## src/rtl/mul_issue_ctrl_pkg.sv

```systemverilog
// Shared definitions for the multiply issue control stage.
//   - MUL_OP_* : RV64M multiply op encodings carried on in_op.
//   - mul_state_e : issue FSM state encoding.
//   - mul_signs(op) : operand signedness {xs, ys} for a legal op.
//   - mulw_sext(v) : sign-extend a 32-bit value to 64 bits (MULW).
//   - mul_op_legal(op), mul_select(op, prod) : decode and writeback formatting.
package mul_issue_ctrl_pkg;

    localparam logic [2:0] MUL_OP_MUL    = 3'b000;
    localparam logic [2:0] MUL_OP_MULH   = 3'b001;
    localparam logic [2:0] MUL_OP_MULHSU = 3'b010;
    localparam logic [2:0] MUL_OP_MULHU  = 3'b011;
    localparam logic [2:0] MUL_OP_MULW   = 3'b100;

    typedef enum logic [2:0] {
        ST_IDLE  = 3'd0,
        ST_ISSUE = 3'd1,
        ST_WAIT  = 3'd2,
        ST_DONE  = 3'd3,
        ST_DRAIN = 3'd4
    } mul_state_e;

    // Returns {xs, ys}.
    function automatic logic [1:0] mul_signs(input logic [2:0] op);
        logic [1:0] s;
        case (op)
            MUL_OP_MULHSU: s = 2'b10;
            MUL_OP_MULHU:  s = 2'b00;
            default:       s = 2'b11;
        endcase
        return s;
    endfunction

    function automatic logic [63:0] mulw_sext(input logic [31:0] v);
        return {{32{v[31]}}, v};
    endfunction

    function automatic logic mul_op_legal(input logic [2:0] op);
        return (op <= MUL_OP_MULW);
    endfunction

    // Writeback formatting from the full 128-bit product.
    function automatic logic [63:0] mul_select(input logic [2:0] op, input logic [127:0] prod);
        logic [63:0] r;
        case (op)
            MUL_OP_MUL:  r = prod[63:0];
            MUL_OP_MULW: r = mulw_sext(prod[31:0]);
            default:     r = prod[127:64];
        endcase
        return r;
    endfunction

endpackage

```

## src/rtl/mul_issue_ctrl_cache.sv

```systemverilog
// One-entry last-product cache.
// Holds the operands {x, y, xs, ys} and the 128-bit product of the most
// recent multiplier completion and reports a hit for an identical lookup.
//   fill_i            : capture fill_* operands and fill_prod_i
//   fill_x_i/.._ys_i  : operands of the completed multiply
//   fill_prod_i       : {high, low} product
//   lk_x_i/.._ys_i    : operands of the request being looked up
//   hit_o, prod_o     : lookup result (hit_o forced 0 when CACHE_EN=0)
module mul_issue_ctrl_cache #(
    parameter bit CACHE_EN = 1'b1
) (
    input  logic         clk,
    input  logic         rst,
    input  logic         fill_i,
    input  logic [63:0]  fill_x_i,
    input  logic [63:0]  fill_y_i,
    input  logic         fill_xs_i,
    input  logic         fill_ys_i,
    input  logic [127:0] fill_prod_i,
    input  logic [63:0]  lk_x_i,
    input  logic [63:0]  lk_y_i,
    input  logic         lk_xs_i,
    input  logic         lk_ys_i,
    output logic         hit_o,
    output logic [127:0] prod_o
);

    logic         valid_q;
    logic [63:0]  x_q, y_q;
    logic         xs_q, ys_q;
    logic [127:0] prod_q;

    always_ff @(posedge clk or negedge rst) begin
        if (!rst) begin
            valid_q <= 1'b0;
            x_q     <= '0;
            y_q     <= '0;
            xs_q    <= 1'b0;
            ys_q    <= 1'b0;
            prod_q  <= '0;
        end else if (fill_i) begin
            valid_q <= 1'b1;
            x_q     <= fill_x_i;
            y_q     <= fill_y_i;
            xs_q    <= fill_xs_i;
            ys_q    <= fill_ys_i;
            prod_q  <= fill_prod_i;
        end
    end

    // Signedness is part of the key: identical bit patterns give different
    // products under different signedness.
    assign hit_o  = CACHE_EN && valid_q && (x_q == lk_x_i) && (y_q == lk_y_i)
                    && (xs_q == lk_xs_i) && (ys_q == lk_ys_i);
    assign prod_o = prod_q;

endmodule

```

## src/rtl/mul_issue_ctrl.sv

```systemverilog
// Control stage between the EXU issue path and an iterative 64x64 multiplier.
// Decodes RV64M multiply ops, issues a one-cycle start, waits for completion,
// formats the writeback value and hands it downstream.
// Handshakes: a transfer happens on a cycle where valid & ready are both 1;
// valid never depends on ready, and once out_valid is raised out_result /
// out_tag hold until out_ready (or flush) ends the DONE state.
//   in_*      : request (op, operands, rd tag); in_ready only in IDLE
//   flush     : kills the in-flight request (cache contents are kept)
//   out_*     : result channel
//   m_*       : multiplier interface; m_ready is its completion strobe
//   dbg_state : current FSM state
module mul_issue_ctrl
    import mul_issue_ctrl_pkg::*;
#(
    parameter bit CACHE_EN = 1'b1,
    parameter int TAG_W    = 5
) (
    input  logic             clk,
    input  logic             rst,
    input  logic             in_valid,
    output logic             in_ready,
    input  logic [2:0]       in_op,
    input  logic [63:0]      in_src1,
    input  logic [63:0]      in_src2,
    input  logic [TAG_W-1:0] in_tag,
    input  logic             flush,
    output logic             out_valid,
    input  logic             out_ready,
    output logic [63:0]      out_result,
    output logic [TAG_W-1:0] out_tag,
    output logic [63:0]      m_x,
    output logic [63:0]      m_y,
    output logic             m_xs,
    output logic             m_ys,
    output logic             m_start,
    output logic             m_stuck,
    input  logic [63:0]      m_high,
    input  logic [63:0]      m_low,
    input  logic             m_ready,
    output mul_state_e       dbg_state
);

    mul_state_e       state_q, state_d;
    logic [2:0]       op_q, op_d;
    logic [TAG_W-1:0] tag_q, tag_d;
    logic [63:0]      x_q, x_d, y_q, y_d;
    logic             xs_q, xs_d, ys_q, ys_d;
    logic [63:0]      result_q, result_d;

    logic [63:0]  eff_x, eff_y;
    logic [1:0]   eff_signs;
    logic         accept, cache_hit, cache_fill;
    logic [127:0] cache_prod;

    // Effective operands as the multiplier will see them.
    always_comb begin
        eff_signs = mul_signs(in_op);
        eff_x     = in_src1;
        eff_y     = in_src2;
        if (in_op == MUL_OP_MULW) begin
            eff_x = mulw_sext(in_src1[31:0]);
            eff_y = mulw_sext(in_src2[31:0]);
        end
    end

    assign in_ready = (state_q == ST_IDLE) && !flush;
    assign accept   = in_valid && in_ready;
    // The multiplier cannot abort, so a drained product is still cached.
    assign cache_fill = m_ready && ((state_q == ST_WAIT) || (state_q == ST_DRAIN));

    mul_issue_ctrl_cache #(.CACHE_EN(CACHE_EN)) u_cache (
        .clk         (clk),
        .rst         (rst),
        .fill_i      (cache_fill),
        .fill_x_i    (x_q),
        .fill_y_i    (y_q),
        .fill_xs_i   (xs_q),
        .fill_ys_i   (ys_q),
        .fill_prod_i ({m_high, m_low}),
        .lk_x_i      (eff_x),
        .lk_y_i      (eff_y),
        .lk_xs_i     (eff_signs[1]),
        .lk_ys_i     (eff_signs[0]),
        .hit_o       (cache_hit),
        .prod_o      (cache_prod)
    );

    always_comb begin
        state_d  = state_q;
        op_d     = op_q;
        tag_d    = tag_q;
        x_d      = x_q;
        y_d      = y_q;
        xs_d     = xs_q;
        ys_d     = ys_q;
        result_d = result_q;
        case (state_q)
            ST_IDLE: begin
                if (accept) begin
                    op_d  = in_op;
                    tag_d = in_tag;
                    x_d   = eff_x;
                    y_d   = eff_y;
                    xs_d  = eff_signs[1];
                    ys_d  = eff_signs[0];
                    if (!mul_op_legal(in_op)) begin
                        result_d = '0;
                        state_d  = ST_DONE;
                    end else if (cache_hit) begin
                        result_d = mul_select(in_op, cache_prod);
                        state_d  = ST_DONE;
                    end else begin
                        state_d  = ST_ISSUE;
                    end
                end
            end
            ST_ISSUE: state_d = flush ? ST_DRAIN : ST_WAIT;
            ST_WAIT: begin
                if (m_ready) begin
                    // Flush coinciding with completion: nothing left to drain.
                    result_d = mul_select(op_q, {m_high, m_low});
                    state_d  = flush ? ST_IDLE : ST_DONE;
                end else if (flush) begin
                    state_d = ST_DRAIN;
                end
            end
            ST_DONE: begin
                if (flush || out_ready) state_d = ST_IDLE;
            end
            ST_DRAIN: begin
                if (m_ready) state_d = ST_IDLE;
            end
            default: state_d = ST_IDLE;
        endcase
    end

    always_ff @(posedge clk or negedge rst) begin
        if (!rst) begin
            state_q  <= ST_IDLE;
            op_q     <= MUL_OP_MUL;
            tag_q    <= '0;
            x_q      <= '0;
            y_q      <= '0;
            xs_q     <= 1'b0;
            ys_q     <= 1'b0;
            result_q <= '0;
        end else begin
            state_q  <= state_d;
            op_q     <= op_d;
            tag_q    <= tag_d;
            x_q      <= x_d;
            y_q      <= y_d;
            xs_q     <= xs_d;
            ys_q     <= ys_d;
            result_q <= result_d;
        end
    end

    assign out_valid  = (state_q == ST_DONE) && !flush;
    assign out_result = result_q;
    assign out_tag    = tag_q;
    assign m_x        = x_q;
    assign m_y        = y_q;
    assign m_xs       = xs_q;
    assign m_ys       = ys_q;
    assign m_start    = (state_q == ST_ISSUE);
    assign m_stuck    = 1'b0;
    assign dbg_state  = state_q;

endmodule

```

## config.mk

```make
export PLATFORM = sky130hd
export DESIGN_NAME = mul_issue_ctrl
export DESIGN_NICKNAME = d
export VERILOG_FILES = /design/src/rtl/mul_issue_ctrl_pkg.sv /design/src/rtl/mul_issue_ctrl_cache.sv /design/src/rtl/mul_issue_ctrl.sv
export SDC_FILE = /design/constraint.sdc
export NUM_CORES = 1
export LEC_CHECK = 0
export CORE_ASPECT_RATIO = 0.8
export CORE_MARGIN = 3
export CORE_UTILIZATION = 28
export CTS_CLUSTER_SIZE = 14
export DETAILED_ROUTE_END_ITERATION = 8
export GPL_TIMING_DRIVEN = 0
export HOLD_SLACK_MARGIN = 0.03
export SLEW_MARGIN = 20
export SYNTH_ARGS = -nofsm -noshare
export SYNTH_HDL_FRONTEND = slang
export SYNTH_SLANG_ARGS = --single-unit
```

## constraint.sdc

```tcl
create_clock -name clk -period 3 [get_ports clk]
set_input_delay 0.3 -clock clk [delete_from_list [all_inputs] [get_ports clk]]
set_output_delay 0.3 -clock clk [all_outputs]
set_load 0.005 [all_outputs]
```

* After elaboration in Yosys (flattened, before gate mapping)
Index checks and enable logic that the tools add are counted.
** Operators by class
- Magnitude comparators :: 1
- Equal/unequal tests :: 18
- Muxes and demuxes :: 20
- Reduce and logical (&&, ||, !) cells :: 18
** Operators with widths (number)
- two-way mux 64 bit :: 6
- one-hot mux 64 bit (2 select lines) :: 3
- == test 64 bit :: 2
- two-way mux 3 bit :: 6
- one-hot mux 3 bit (5 select lines) :: 1
- == test 3 x 2 -> 1 bit, second input constant :: 4
- == test 3 bit, second input constant :: 3
- zero test 3 bit :: 3
- logical AND 1 bit :: 8
- inequality test 2 bit, second input constant :: 4
- AND reduction 4 bit :: 2
- two-way mux 2 bit :: 3
- inequality test 3 bit, second input constant :: 2
- one-hot mux 2 bit (2 select lines) :: 1
- == test 3 x 1 -> 1 bit, second input constant :: 1
- <= comparator 3 bit, second input constant :: 1
- == test 1 bit :: 2
- logical OR 1 bit :: 2
- AND reduction 2 bit :: 1
- nonzero test 2 bit :: 1
- zero test 1 bit :: 1
** Storage, ports and cells
- Output and inout bits :: 206
- Register bits after elaboration :: 464

* Logic depth before layout (Yosys ltp)
Gate-level depths: netlist of run 1.
- Depth in word-level cells :: 11
- Depth in mapped cells :: 12

* Modules after synthesis
Synthesis of run 1 repeated with hierarchy kept, for this count alone.
** Second synthesis, totals
- Cells, all modules :: 1929
- Area, all modules :: 22346.4 um^2
** Modules (own cells, without submodules)
- mul_issue_ctrl_cache :: cells each 827, area each 11189.5 um^2, times used 1
- mul_issue_ctrl :: cells each 1102, area each 11157.0 um^2, times used 1

* Least setup slack after synthesis of run 1
OpenSTA, ideal clock, no wires.
- Path kind :: register to register
- Start :: reg u_cache.x_q[37]
- End :: reg result_q[10], in the netlist out_result[10]
- Period minus slack after synthesis :: 2.860 ns
- Data required time :: 2.875 ns
- Data arrival time :: 2.735 ns
- Setup slack :: 0.140 ns
- Stages on the path, launching flop included :: 10
- Cells stage by stage :: dfrtp_1 > or4_1 > nor4_2 > a31o_1 > a41oi_1 > or4_1 > nor4_2 > a21oi_2 > buf_6 > mux2_4
** On the way
- Longest elaborated chain between the ends :: 7
** Ends and longest elaborated chain
- from (decl) :: line mul_issue_ctrl_cache.sv:29 : logic [63:0] x_q, y_q;
- from (signal assigned) :: line mul_issue_ctrl_cache.sv:43 : x_q <= fill_x_i;
- == test 64 bit :: line mul_issue_ctrl_cache.sv:53 : assign hit_o = CACHE_EN && valid_q && (x_q == lk_x_i) && (y_q == lk_y_i)
- logical AND 1 bit (2 in series) :: line mul_issue_ctrl_cache.sv:53
- logical AND 1 bit (2 in series) :: line mul_issue_ctrl_cache.sv:54 : && (xs_q == lk_xs_i) && (ys_q == lk_ys_i);
- inequality test 3 bit (no line)
- AND reduction 4 bit (no line)
- to (signal assigned) :: line mul_issue_ctrl.sv:155 : result_q <= result_d;
- to (decl) :: line mul_issue_ctrl.sv:48 : logic [63:0] result_q, result_d;
No other way between the ends.
A chain may end at the register's enable or synchronous reset.

* Final worst setup path of run 1
- Start :: in in_op[0]
- End :: reg result_q[14], in the netlist out_result[14]
** On the way
- Longest elaborated chain between the ends :: 9
- Elaborated cells on any way between the ends :: 23
** Ends and longest elaborated chain
- from (decl) :: line mul_issue_ctrl.sv:22 : input logic [2:0] in_op,
- == test 3 bit :: line mul_issue_ctrl_pkg.sv:45, mul_issue_ctrl.sv:60
- two-way mux 64 bit :: line mul_issue_ctrl.sv:60 : if (in_op == MUL_OP_MULW) begin
- == test 64 bit :: line mul_issue_ctrl_cache.sv:53
- logical AND 1 bit (2 in series) :: line mul_issue_ctrl_cache.sv:53
- logical AND 1 bit (2 in series) :: line mul_issue_ctrl_cache.sv:54
- inequality test 3 bit (no line)
- AND reduction 4 bit (no line)
Several ways; a longest one is shown, not always the timed one. The select of a mux whose other input is x is not followed.

==> metrics.txt, run 1 <==
Avg Cell Area, Syn=10.6 sq um; initial antenna violation count=11; Final Hold Viols=0; ys flop type=dfrtp_1; Buf/Inv on CP=6; Slew @ Worst Pin=1.15 ns; setup ws final=-0.317 ns; type of origin of the critical path=input port; Worst R2R Path Depth=11; post-synth top area cell=dfrtp_1; Cell Count, Final, Fillers Out=3717; largest net degree at the start of global routing=94; Period minus WS final=3.32 ns; via-per-instance ratio=4.97; final WL=85.6 mm; number of CTS-inserted buffers=53; FP Rows=91; fmax=0.302 GHz; clk buf depth=3; GRT Util Overall=0.200; fin crit share=1.11; Max IR drop VDD=428 uV; Worst EP required=3.48 ns; CP peak stage delay=0.49 ns; YS warnings=0; WL per Instance=23.0 um; share of cells above drive strength 1=0.177; element type at the critical path end=register; Starting Density=0.286; Design Power=30.0 mW; port bufs=474; die width=321 um; crit path capture=out_result[14]; Hold Crit Class=in -> reg; leakage power total=13.4 nW; Initial DRC Count=1393; io pins=476; cell at the root of the clock tree=clkbuf_16; R2R Path Start=u_cache.x_q[13]; clock latency on the worst-skew pair=0.62 ns; critical path's slowest cell=clkdlybuf4s50_1; status=finished, violations left; Worst slew margin=0.234; CP cell instances=clkdlybuf4s50_1, or3b_1, buf_4, buf_6, a21oi_2, o22ai_1, a2111oi_4, nand4_1, nor4_4, buf_6, a21oi_4, buf_12, buf_12, mux2_4; Clock Skew=0.0318 ns; Die Area=83000 sq um; Async SR Flop Fraction=1.00; Hold WS=0.215 ns; Syn Std Cell Area=22300 sq um; die height=258 um; P&R area growth vs syn=37.4%; CP arrival=3.79 ns; Top delay family on crit path=buffers and inverters; pwr dens=982 nW/um^2; CP Depth=14; Final Max Tran Viols=0; Reg clk slew, reported paths=0.06 ns; R2R Path End=out_result[14]; Commonest cells post-synth=dfrtp_1 (464), nand2_1 (451), mux2_2 (262), clkbuf_1 (123), o21ai_0 (107); synth top area cells=dfrtp_1 (52%), mux2_2 (13%), nand2_1 (7.6%), mux2_4 (4.0%), o21ai_0 (2.4%); final setup fails=64; Yosys top cell area share=0.521; R2R Setup Slk=-0.27 ns; Final Wtd Congestion=0.892; CTS H-tree depth=2; vias in the first global route=18800; failing checks=negative setup slack; Synth Instances=2101; CP Max Fanout=10; crit path kind=in -> reg; crit path from=in_op[0]; first-pass GRT wire length=125 mm; post-synthesis sequential area ratio=0.521; Max-Cap Viols=0; DRC Markers=0; TritonCTS Sinks=464; placed insts=3603; Antenna Nets Post-Route=0; Final nets=2916; most common cell in the netlist=dfrtp_1; GR Overflow Total=0; number of enable flip-flop cells after synthesis=0; unique cell type count in the Yosys netlist=61; post-DP HPWL=63.1 mm; CTS tree=yes; syn_nets=2371; core area=77900 sq um; via count=18500; Yosys reg bits=464; drt pass-1 iters=7; RSZ-0062 raised after global routing=true
where the power goes:
part | leakage [nW] | internal (mW) | switching [mW] | total (mW)
registers | 5.75 | 9.16 | 2.22 | 11.4
logic | 6.77 | 6.44 | 5.57 | 12.0
clock network | 0.860 | 3.87 | 2.75 | 6.62
total | 13.4 | 19.5 | 10.5 | 30.0
worst min-delay path: cells and delay by family:
kind                   cells  cell delay (ns)
and+or+nand+nor            2             0.09
buffers and inverters      1             0.39
worst min-delay path by stage:
stage / depth (start not counted) / slack, ns / end / start
6_report: 3 / 0.21 / out_tag[4] / in_tag[4]
5_1_grt: 3 / 0.21 / out_tag[4] / in_tag[4]
4_1_cts: 3 / 0.17 / out_tag[4] / in_tag[4]
3_5_place_dp: 1 / 0.30 / m_x[35] / rst
3_3_place_gp: 1 / 0.46 / u_cache.valid_q / u_cache.valid_q
2_1_floorplan: 0 / 0.004 / dbg_state[0] / rst
registers in the layout, summed over array words and instances, names as in the netlist, 3 cells and up:
name,count
dbg_state,3
m_x,64
m_y,64
op_q,3
out_result,64
out_tag,5
u_cache.prod_o,128
u_cache.x_q,64
u_cache.y_q,64
area by class of cell:
| type | count | area (sq um) |
|---|---|---|
| antenna | 9 | 22.5 |
| tap | 1023 | 1280 |
| sequential | 464 | 11600 |
| clock inverter | 14 | 166 |
| timing repair buffer | 491 | 5000 |
| inverter | 24 | 93.8 |
| multi-input combinational | 1467 | 10100 |
| fill | 7724 | 47300 |
| buffer | 145 | 714 |
| clock buffer | 80 | 1580 |
what timing repair did:
action	CTS	global route
pin swaps	9	7
endpoints found under the setup margin	357	123
setup buffers	11	0
hold buffers	1	0
gates resized for setup	53	18
endpoints found under the hold margin	62	0
per-layer routing:
| metal | track usage | share of wire |
|---|---|---|
| met1 | 0.269 | 0.44 |
| met2 | 0.315 | 0.46 |
| met3 | 0.0589 | 0.080 |
| met4 | 0.0550 | 0.023 |
| met5 | 0 | 0.00050 |
layout by cell type, fill, tap and decap left out, types with 5 or more instances in the layout:
| cell | instances |
|---|---|
| a31oi_1 | 72 |
| nor2b_1 | 42 |
| diode_2 | 9 |
| inv_1 | 23 |
| nand2_1 | 451 |
| and3_1 | 36 |
| mux2_4 | 60 |
| nand3_1 | 9 |
| nor3_1 | 43 |
| nor2_1 | 20 |
| buf_4 | 11 |
| o22ai_1 | 7 |
| nand4_1 | 17 |
| buf_12 | 5 |
| buf_1 | 9 |
| clkdlybuf4s50_1 | 470 |
| xnor2_1 | 39 |
| a21oi_1 | 100 |
| clkbuf_8 | 13 |
| nor4_4 | 5 |
| dfrtp_1 | 463 |
| clkbuf_1 | 118 |
| mux2_2 | 262 |
| nor4_1 | 15 |
| and2_1 | 7 |
| clkbuf_2 | 13 |
| xor2_1 | 60 |
| nand2b_1 | 11 |
| or4_1 | 5 |
| clkbuf_16 | 55 |
| a211oi_1 | 33 |
| buf_16 | 5 |
| clkinv_2 | 7 |
| o21ai_0 | 107 |
through the flow:
step / worst slack [ns] / TNS (ns) / utilization / area, sq um
after detailed placement: -2.55 / -366.22 / 0.365 / 28500
after global placement: -20.21 / -9720.28 / 0.363 / 28300
final: -0.317 / -19.02 / 0.393 / 30600
after CTS: -0.303 / -18.62 / 0.392 / 30500
after global routing: -0.360 / -22.07 / 0.393 / 30600
after floorplan: 0.140 / 0 / - / 22300
logic make-up after synthesis:
group | after synthesis | synth area share
flip-flops | 464 | 0.521
AND/OR/NAND/NOR | 683 | 0.138
XOR/XNOR | 99 | 0.0389
AO/OA/AOI/OAI | 358 | 0.0950
buffers and inverters | 170 | 0.0316
multiplexers | 326 | 0.175
other | 1 | 0.000168
Note: power is estimated with default switching activity, not from simulation.
==> run 2: changes to the inputs <==
--- a/config.mk
+++ b/config.mk
@@ -5,6 +5,7 @@
 export SDC_FILE = /design/constraint.sdc
 export NUM_CORES = 1
 export LEC_CHECK = 0
+export ABC_AREA = 0
 export CORE_ASPECT_RATIO = 0.8
 export CORE_MARGIN = 3
 export CORE_UTILIZATION = 28
==> results of run 2 <==
Same layout as run 1: the final DEF is identical, and so are final timing and power.
==> run 3: changes to the inputs <==
--- a/config.mk
+++ b/config.mk
@@ -13,7 +13,10 @@
 export DETAILED_ROUTE_END_ITERATION = 8
 export GPL_TIMING_DRIVEN = 0
 export HOLD_SLACK_MARGIN = 0.03
+export RECOVER_POWER = 25
+export REMOVE_ABC_BUFFERS = 1
 export SLEW_MARGIN = 20
 export SYNTH_ARGS = -nofsm -noshare
 export SYNTH_HDL_FRONTEND = slang
 export SYNTH_SLANG_ARGS = --single-unit
+export TNS_END_PERCENT = 1
==> run 3 against run 2 <==
Effect of this change: the flow finishes with violations (max-capacitance violations, max-slew violations, negative setup slack); final area up 1.1%; via count down 2.0%; register-to-register slack worse by 0.23 ns; hold slack worse by 0.022 ns; core utilization up 0.41 points; global-route usage down 1.8 points; combinational power about the same; clock-buffer cell count down 8; worst setup slack worse by 0.18 ns.
==> metrics.txt, run 3 (synthesis results as in run 1) <==
io pins=476; fin util=0.397; Max IR drop VDD=539 uV; TritonCTS Sinks=464; Hold Crit Class=in -> reg; share of cells above drive strength 1=0.198; Final Hold Viols=0; pwr dens=963 nW/um^2; drt pass-1 iters=5; DRC Markers=0; fmax=0.286 GHz; post-DP HPWL=53.3 mm; CP peak stage delay=0.56 ns; CP arrival=3.96 ns; Hold WS=0.192 ns; via-per-instance ratio=4.99; GRT Util Overall=0.182; combinational share of power=0.412; largest net degree at the start of global routing=97; CTS H-tree depth=2; CTS tree=yes; Die Area=83000 sq um; fin crit share=1.17; area occupied by multi-input gates=10200 sq um; element type at the critical path end=register; Final nets=2824; Period minus WS final=3.50 ns; Max-Cap Viols=1; die width=321 um; Post-Place Setup Slack=-2.70 ns; Final Max Tran Viols=68; first-pass GRT wire length=117 mm; port bufs=474; Flop pwr share=0.379; GR Overflow Total=0; switching power=10.1 mW; leakage power total=13.6 nW; Sequential Area=11600 sq um; type of origin of the critical path=register; CP Max Fanout=7; vias in the first global route=19000; most common cell after layout, fill and taps aside=clkdlybuf4s50_1; commonest non-fill, non-tap cells in the layout=clkdlybuf4s50_1 (468), dfrtp_1 (461), nand2_1 (450), mux2_2 (262), o21ai_0 (106); Antenna Nets Post-Route=0; clk buf depth=3; die height=258 um; Initial DRC Count=1130; Critical Path Most Common Cell=buf_16; via count=18100; FP Rows=91; status=finished, violations left; CP cell instances=or4_1, nor4_1, o21ai_1, a211oi_2, nand4_1, nor4_4, buf_6, a21oi_4, buf_16, buf_16, buf_16, buf_16, mux2_4; clock latency on the worst-skew pair=0.60 ns; RSZ-0062 raised after global routing=true; Int Power=19.6 mW; crit path kind=reg -> reg; Starting Density=0.286; Switching Fraction=0.341; number of CTS-inserted buffers=50; Worst EP required=3.46 ns; Largest register FFs=128; critical path's slowest cell=or4_1; failing checks=max-capacitance violations, max-slew violations, negative setup slack; final setup fails=64; Clock Power Share=0.210; Clock Skew=0.0266 ns; Design Power=29.8 mW; cell at the root of the clock tree=clkbuf_16; core area=77900 sq um; final WL=77.6 mm; WL per Instance=21.4 um; Worst slew margin=-0.258; Slew @ Worst Pin=1.89 ns; P&R area growth vs syn=38.8%; Final Wtd Congestion=0.800; Fillers=7381; Reg clk slew, reported paths=0.07 ns; setup ws final=-0.499 ns; initial antenna violation count=21
## run 3: per-stage QoR
step,cells,TNS (ns),area [sq um]
after floorplan,1955,-3123.25,21700
after global routing,3624,-60.38,30900
after CTS,3608,-23.82,30800
final,3628,-23.61,30900
after global placement,3452,-,27700
after detailed placement,3503,-151.59,29000
## run 3: power groups by stage
stage          registers (mW)  clock network, mW  logic [mW]
6_report                 11.3               6.24        12.2
3_5_place_dp             11.3                  0        12.0
4_1_cts                  11.3               6.42        12.3
2_1_floorplan            11.0                  0        6.47
5_1_grt                  11.6               6.67        13.3
3_3_place_gp             11.4                  0        11.2
## run 3: timing repair
action / CTS / global route
hold buffers: 1 / 0
gates resized for setup: 34 / 6
endpoints found under the hold margin: 66 / 0
pin swaps: 11 / 8
buffers inserted: 10 / 8
cloned: 3 / 0
endpoints found under the setup margin: 65 / 81
## run 3: worst max-delay path, delay by kind of cell (launching register included)
kind	cells	cell delay (ns)
AO/OA/AOI/OAI	3	0.43
buffers and inverters	5	0.75
AND/OR/NAND/NOR	4	1.41
flip-flops	1	0.45
multiplexers	1	0.29
## run 3: path summary, 6_finish.rpt
check                                 end  cells after the start             from  slack (ns)
setup / recovery           out_result[11]                     13  u_cache.y_q[51]       -0.50
hold / removal                    op_q[0]                      3         in_op[0]        0.19
setup reg to reg           out_result[11]                     13  u_cache.y_q[51]       -0.50
hold reg to reg                out_tag[4]                      2       out_tag[4]        0.48
max in group asynchronous          m_y[7]                      5              rst        0.15
min in group asynchronous    dbg_state[2]                      2              rst        0.76
## run 3: metal layers
metal / vias up / share of wire / wire length, um / global-route usage
met1: 9104 / 0.44 / 33800 / 0.240
met3: 142 / 0.079 / 6110 / 0.0550
met2: 570 / 0.45 / 35200 / 0.286
met4: 16 / 0.030 / 2300 / 0.0599
li1: 8256 / - / - / -
met5: - / 0.0014 / 111 / 0
## run 3: cell type report
type,instances,share of cell area
flip-flops and latches,464,0.376
multi-input cells,1469,0.330
repair buffers,545,0.197
clock buffers,72,0.0454
well taps,1023,0.0414
clock inverters,19,0.00660
inverters,24,0.00291
diodes,12,0.000972
